**src/rtl/fetch_unit_pkg.sv**
```systemverilog
// Shared fetch/decode definitions: fetch FSM states, default reset PC and
// the branch/jump opcodes the controller decodes.
package mips_fetch_pkg;

  typedef enum logic [0:0] {
    FETCH = 1'b0,
    HOLD  = 1'b1
  } fetch_state_t;

  localparam logic [31:0] DEFAULT_RESET_PC = 32'h0000_0000;

  localparam logic [5:0] OP_BEQ = 6'b000100;
  localparam logic [5:0] OP_BNE = 6'b000101;
  localparam logic [5:0] OP_J   = 6'b000010;

endpackage

```
**src/rtl/fetch_unit_if.sv**
```systemverilog
// Fetch unit bus: instruction-memory req/ack side plus decode valid/ready side.
// master = fetch unit, slave = memory/decode environment.
interface fetch_unit_if;
  logic        imem_req;
  logic [31:0] imem_addr;
  logic        imem_ack;
  logic [31:0] imem_rdata;
  logic [31:0] instr;
  logic [31:0] pcplus4;
  logic        instr_valid;
  logic        instr_ready;
  logic        pcsrc;
  logic        jump;
  logic [31:0] signimm;

  modport master (
    output imem_req, imem_addr, instr, pcplus4, instr_valid,
    input  imem_ack, imem_rdata, instr_ready, pcsrc, jump, signimm
  );

  modport slave (
    input  imem_req, imem_addr, instr, pcplus4, instr_valid,
    output imem_ack, imem_rdata, instr_ready, pcsrc, jump, signimm
  );
endinterface

```
**src/rtl/fetch_unit_next_pc_sel.sv**
```systemverilog
// Combinational next-PC mux: sequential, branch-relative or pseudo-direct jump.
module next_pc_sel (
  input  logic [31:0] pc,
  input  logic [31:0] instr,
  input  logic [31:0] signimm,
  input  logic        pcsrc,
  input  logic        jump,
  output logic [31:0] next_pc,
  output logic [31:0] pcplus4
);

  // Opcode field is decoded by the controller, not needed here.
  logic unused_opcode;
  assign unused_opcode = ^instr[31:26];

  // Jump beats branch; all adds wrap at 32 bits, targets stay word aligned.
  always_comb begin
    pcplus4 = pc + 32'd4;
    if (jump)
      next_pc = {pcplus4[31:28], instr[25:0], 2'b00};
    else if (pcsrc)
      next_pc = pcplus4 + {signimm[29:0], 2'b00};
    else
      next_pc = pcplus4;
  end

endmodule

```
**src/rtl/fetch_unit.sv**
```systemverilog
// Instruction fetch front end: owns the PC, fetches one word at a time over
// req/ack, holds it for decode over valid/ready, then steps to next_pc.
module fetch_unit
  import mips_fetch_pkg::*;
#(
  parameter logic [31:0] RESET_PC = DEFAULT_RESET_PC,
  parameter int          CNT_W    = 32
) (
  input  logic             clk,
  input  logic             reset,
  fetch_unit_if.master     bus,
  output logic [CNT_W-1:0] icount
);

  fetch_state_t     state_q, state_d;
  logic [31:0]      pc_q, pc_d;
  logic [31:0]      instr_q, instr_d;
  logic [CNT_W-1:0] icount_q, icount_d;
  logic [31:0]      next_pc;
  logic [31:0]      pcplus4;

  next_pc_sel u_next_pc_sel (
    .pc      (pc_q),
    .instr   (instr_q),
    .signimm (bus.signimm),
    .pcsrc   (bus.pcsrc),
    .jump    (bus.jump),
    .next_pc (next_pc),
    .pcplus4 (pcplus4)
  );

  // FSM: capture on ack in FETCH, advance PC and count on consume in HOLD.
  always_comb begin
    state_d  = state_q;
    pc_d     = pc_q;
    instr_d  = instr_q;
    icount_d = icount_q;
    case (state_q)
      FETCH: begin
        if (bus.imem_ack) begin
          instr_d = bus.imem_rdata;
          state_d = HOLD;
        end
      end
      HOLD: begin
        if (bus.instr_ready) begin
          pc_d     = next_pc;
          icount_d = icount_q + CNT_W'(1);
          state_d  = FETCH;
        end
      end
      default: state_d = FETCH;
    endcase
  end

  // State registers; reset abandons any outstanding fetch.
  always_ff @(posedge clk) begin
    if (reset) begin
      state_q  <= FETCH;
      pc_q     <= RESET_PC;
      instr_q  <= '0;
      icount_q <= '0;
    end else begin
      state_q  <= state_d;
      pc_q     <= pc_d;
      instr_q  <= instr_d;
      icount_q <= icount_d;
    end
  end

  // Outputs are straight from state; handshakes are masked during reset.
  always_comb begin
    bus.imem_req    = !reset && (state_q == FETCH);
    bus.instr_valid = !reset && (state_q == HOLD);
    bus.imem_addr   = pc_q;
    bus.instr       = instr_q;
    bus.pcplus4     = pcplus4;
    icount          = icount_q;
  end

endmodule
```
**src/flat_wrapper.sv**
```systemverilog
// flat-port wrapper written by rule: the top's interface ports become plain ports
module fetch_unit_flat import mips_fetch_pkg::*;
#(
  parameter logic [31:0] RESET_PC = DEFAULT_RESET_PC,
  parameter int          CNT_W    = 32
)
  (clk, reset, icount, bus_imem_req, bus_imem_addr, bus_instr, bus_pcplus4, bus_instr_valid, bus_imem_ack, bus_imem_rdata, bus_instr_ready, bus_pcsrc, bus_jump, bus_signimm);
  fetch_unit_if bus_i ();
  input  logic clk;
  input  logic reset;
  output logic [CNT_W-1:0] icount;
  output wire logic [$bits(bus_i.imem_req)-1:0] bus_imem_req;
  output wire logic [$bits(bus_i.imem_addr)-1:0] bus_imem_addr;
  output wire logic [$bits(bus_i.instr)-1:0] bus_instr;
  output wire logic [$bits(bus_i.pcplus4)-1:0] bus_pcplus4;
  output wire logic [$bits(bus_i.instr_valid)-1:0] bus_instr_valid;
  input wire logic [$bits(bus_i.imem_ack)-1:0] bus_imem_ack;
  input wire logic [$bits(bus_i.imem_rdata)-1:0] bus_imem_rdata;
  input wire logic [$bits(bus_i.instr_ready)-1:0] bus_instr_ready;
  input wire logic [$bits(bus_i.pcsrc)-1:0] bus_pcsrc;
  input wire logic [$bits(bus_i.jump)-1:0] bus_jump;
  input wire logic [$bits(bus_i.signimm)-1:0] bus_signimm;
  assign bus_imem_req = bus_i.imem_req;
  assign bus_imem_addr = bus_i.imem_addr;
  assign bus_instr = bus_i.instr;
  assign bus_pcplus4 = bus_i.pcplus4;
  assign bus_instr_valid = bus_i.instr_valid;
  assign bus_i.imem_ack = bus_imem_ack;
  assign bus_i.imem_rdata = bus_imem_rdata;
  assign bus_i.instr_ready = bus_instr_ready;
  assign bus_i.pcsrc = bus_pcsrc;
  assign bus_i.jump = bus_jump;
  assign bus_i.signimm = bus_signimm;
  fetch_unit #(.RESET_PC(RESET_PC), .CNT_W(CNT_W)) u_core (.clk(clk), .reset(reset), .bus(bus_i), .icount(icount));
endmodule
```
**config.mk**
```make
export PLATFORM = sky130hd
export DESIGN_NAME = fetch_unit_flat
export DESIGN_NICKNAME = d
export VERILOG_FILES = /design/src/rtl/fetch_unit_pkg.sv /design/src/rtl/fetch_unit_if.sv /design/src/rtl/fetch_unit_next_pc_sel.sv /design/src/rtl/fetch_unit.sv /design/src/flat_wrapper.sv
export SDC_FILE = /design/constraint.sdc
export NUM_CORES = 1
export LEC_CHECK = 0
export BUFFER_PORTS_ARGS = -buffer_cell sky130_fd_sc_hd__clkbuf_2
export CORE_MARGIN = 2
export CORE_UTILIZATION = 47
export DETAILED_ROUTE_END_ITERATION = 8
export HOLD_SLACK_MARGIN = 0.02
export PLACE_DENSITY_LB_ADDON = 0.3
export SLEW_MARGIN = 0
export SYNTH_ARGS = -nofsm -noshare
export SYNTH_HDL_FRONTEND = slang
export SYNTH_HIERARCHICAL = 1
export SYNTH_SLANG_ARGS = --single-unit
export TNS_END_PERCENT = 5
```
**constraint.sdc**
```tcl
create_clock -name clk -period 3.2 [get_ports clk]
set_input_delay 0.32 -clock clk [delete_from_list [all_inputs] [get_ports clk]]
set_output_delay 0.32 -clock clk [all_outputs]
set_load 0.05 [all_outputs]
```
==> results.yml <==
layout:
  stdcell_count: 1366
  diodes: 0
  drive_above_1_share_pct: 38.4
  nNetsFinal: 1289
  fin_area_um2: 9440
  synthToLayoutAreaGrowth_pct: 45.0
drt:
  viasPerCell: 5.52
  wl_met2_um: 9700
  ant_nets: 0
  drt_iter0_markers: 745
  drt-met1-wl_um: 9890
  num_vias: 7539
  dr.pass1.iters: 5
  drc: 0
  wl_um: 21600
  avgRoutedWirePerCell_um: 15.8
  wl_met3_um: 1690
  topRoutingLayerUsed: "met4"
die:
  coreArea_um2: 13700
  fp.dieW_um: 122
  ios: 200
  die_h_um: 122
  initial_utilization_pct: 47.5
  rows: 43
  die_area_um2: 14800
power:
  seq_power_share_pct: 40.4
  switchingPower_mw: 0.996
  p_int_mw: 2.17
  p_per_area_nw_per_um2: 335
  comb_power_share_pct: 26.6
  switching_share_pct: 31.5
  power_mw: 3.17
  p_clk_share_pct: 33.0
  p_leak_nw: 4.45
  irDropWorstVdd_uv: 310
setup_path:
  r2r_setup_slack_ns: -0.29
  cp-end-kind: "flop"
  cp_max_fo: 4
  worstReg2RegStart: "u_core/bus.imem_addr[2]"
  cp-start-kind: "flop"
  worstPathArrival_ns: 3.76
  reg2reg_depth: 19
  worstSetupStartpoint: "u_core/bus.imem_addr[2]"
  required_ns: 3.47
  worst_r2r_endpoint: "u_core/bus.imem_addr[31]"
  crit_type: "flop to flop"
  endpoint: "u_core/bus.imem_addr[31]"
placed_design:
  placed_cell_area_um2: 8990
  hpwl_um: 16600
  gp_congestion: 0.970
  port_buffers: 197
  dp.cells: 1349
global_route:
  grt_util_all_layers_pct: 28.8
  grt_max_degree: 54
  gr-total-overflow: 0
  grt_first_pass_wirelength_um: 34100
  grt_antenna_before_repair: 0
  grt_pass1_vias: 6701
sta:
  worst_slew_pin_slew_ns: 1.19
  finalCritPeriodShare_pct: 109
  final-hold-violation-count: 0
  skew_ns: 0.00564
  fin_ws_ns: -0.292
  slew_violations: 0
  fmax_mhz: 286
  max-slew-margin-rel_pct: 20.5
  rsz0062_at_grt: "yes"
  setup_viol: 15
  min_period_ns: 3.49
logic_synthesis:
  synth.area.top_cells: "dfxtp_1 30%, nand2_1 11%, a21oi_1 10%"
  synth.distinct_cells: 63
  netlist.area_leader.share_pct: 29.8
  synth_common_cells: "184 x nand2_1, 132 x a21oi_1, 97 x dfxtp_1"
  ys_seq_elements: 97
  synth_largest_area_cell: "dfxtp_1"
  postSynthCellCount: 871
  ys.flop_type: "dfxtp_1"
  yosysWarnings: 6
  async_flop_share_pct: 0
  yosysSeqAreaShare_pct: 29.8
  syn-num-nets: 979
  netlist_area_um2: 6510
  synth.avg_cell_area_um2: 7.48
  synth_edf_count: 0
  synthMostInstantiatedCell: "nand2_1"
clock_network:
  insertion_delay_ns: 0.34
  clockBufferDepth: 2
  cts-root-buf: "clkbuf_16"
  cts.sinks: 97
  clk_pin_slew_ns: 0.06
  cts_buffers: 9
  htreeDepth: 3
  cts_tree: "built"
hold_path:
  min_path_type: "primary input to flop"
  hp-start: "bus_imem_rdata[20]"
outcome:
  outcome: "finished with violations"
  violations: "setup timing"
job:
  drv_cap: 0
[routing by layer]
metal  track usage, %  vias up
met3             4.82       26
met5                0        -
met4             7.69        0
met2             44.7      279
li1                 -     3708
met1             41.4     3526
[stage by stage]
| step | setup WS, ns | utilization (%) | hold WS, ns | TNS (ns) |
|---|---|---|---|---|
| after CTS | -0.266 | 68.4 | 0.189 | -1.94 |
| after detailed placement | -0.347 | 65.5 | 0.451 | -3.60 |
| after global placement | -0.260 | 65.5 | 0.441 | -2.79 |
| after global routing | -0.542 | 68.8 | 0.200 | -6.09 |
| after floorplan | -0.646 | - | 0.456 | -10.04 |
| final | -0.292 | 68.8 | 0.199 | -2.47 |
[flip-flops by register name, summed over array words and instances (netlist names)]
register	count
u_core/bus.imem_addr	32
u_core/bus.instr	32
u_core/icount	32
u_core/state_q	1
[cell usage in the layout (no fill, tap or decap), types with 5 or more instances in the layout]
cell type / netlist / final
mux2i_1: 7 / 6
nor2_1: 57 / 54
inv_1: 16 / 15
nand4_1: 19 / 19
o21ai_0: 24 / 20
xor2_1: 33 / 28
a21oi_1: 132 / 123
clkbuf_2: 0 / 196
xnor2_1: 27 / 14
clkbuf_16: 0 / 9
a21oi_2: 2 / 11
ha_4: 0 / 7
dfxtp_1: 97 / 80
nor3_1: 11 / 9
dfxtp_4: 0 / 5
nand3_1: 24 / 22
a21o_1: 13 / 13
nor2b_1: 9 / 8
or4_1: 14 / 14
or3_1: 6 / 6
xnor2_4: 0 / 7
ha_1: 37 / 30
o21a_1: 6 / 6
xnor2_2: 0 / 6
and4_1: 8 / 8
dfxtp_2: 0 / 12
and3_1: 14 / 11
o31ai_1: 13 / 13
a211oi_1: 6 / 5
buf_4: 2 / 150
nand2_1: 184 / 184
[timing repair]
| item | CTS | global route |
|---|---|---|
| gates resized for setup | 20 | 13 |
| setup endpoints to repair | 17 | 19 |
| hold buffers | 0 | 0 |
| gates cloned | 0 | 0 |
| setup buffers | 1 | 0 |
| pin swaps | 10 | 4 |
[worst min-delay path by stage]
stage | to | slack (ns) | cells past startpoint
5_1_grt | u_core/bus.instr[12] | 0.20 | 3
2_1_floorplan | u_core/bus.instr[0] | 0.46 | 2
3_3_place_gp | u_core/bus.instr[31] | 0.44 | 2
4_1_cts | u_core/bus.instr[20] | 0.19 | 3
3_5_place_dp | u_core/bus.instr[28] | 0.45 | 2
6_report | u_core/bus.instr[20] | 0.20 | 3
[critical path, stage by stage, from the launching register on]
cell and delay [ns]:
dfxtp_4 0.37, ha_4 0.13, nand4_1 0.16, nor3_4 0.23
buf_4 0.15, nand4_1 0.19, inv_2 0.15, nand3_2 0.13
xnor2_4 0.21, ha_4 0.24, nand2_1 0.10, nor2_1 0.07
and3b_1 0.19, a221oi_2 0.25, o221ai_2 0.16, and4b_1 0.23
nor3_2 0.13, xnor2_1 0.14, nand2_1 0.06, a21oi_1 0.12
[kinds of logic (layout without fill, tap and decap cells)]
kind of cell / Yosys count / in the layout / share of synthesized area [%]
and+or+nand+nor: 367 / 367 / 26.8
AOI/OAI and AO/OA: 233 / 233 / 21.7
DFF: 97 / 97 / 29.8
buffers and inverters: 64 / 379 / 4.11
xor gates and xnor gates: 62 / 62 / 8.57
adders and majority gates: 38 / 38 / 7.42
muxes: 10 / 10 / 1.59
[area by class of cell]
cell class	instances	area, um^2
clock buffer	14	284
clock inverter	2	10.0
fill	1180	4280
inverter	16	60.1
multi-input combinational	710	4770
sequential	97	1980
tap	180	225
timing repair buffer	347	2120
[power by group through the flow]
stage,Sequential (mW),Combinational (mW),Clock [mW]
final,1.28,0.841,1.05
after detailed placement,1.30,0.809,0
after CTS,1.28,0.822,1.07
after global routing,1.28,0.900,1.12
after floorplan,1.43,0.378,0
after global placement,1.30,0.803,0
(Power assumes the default switching activity.)
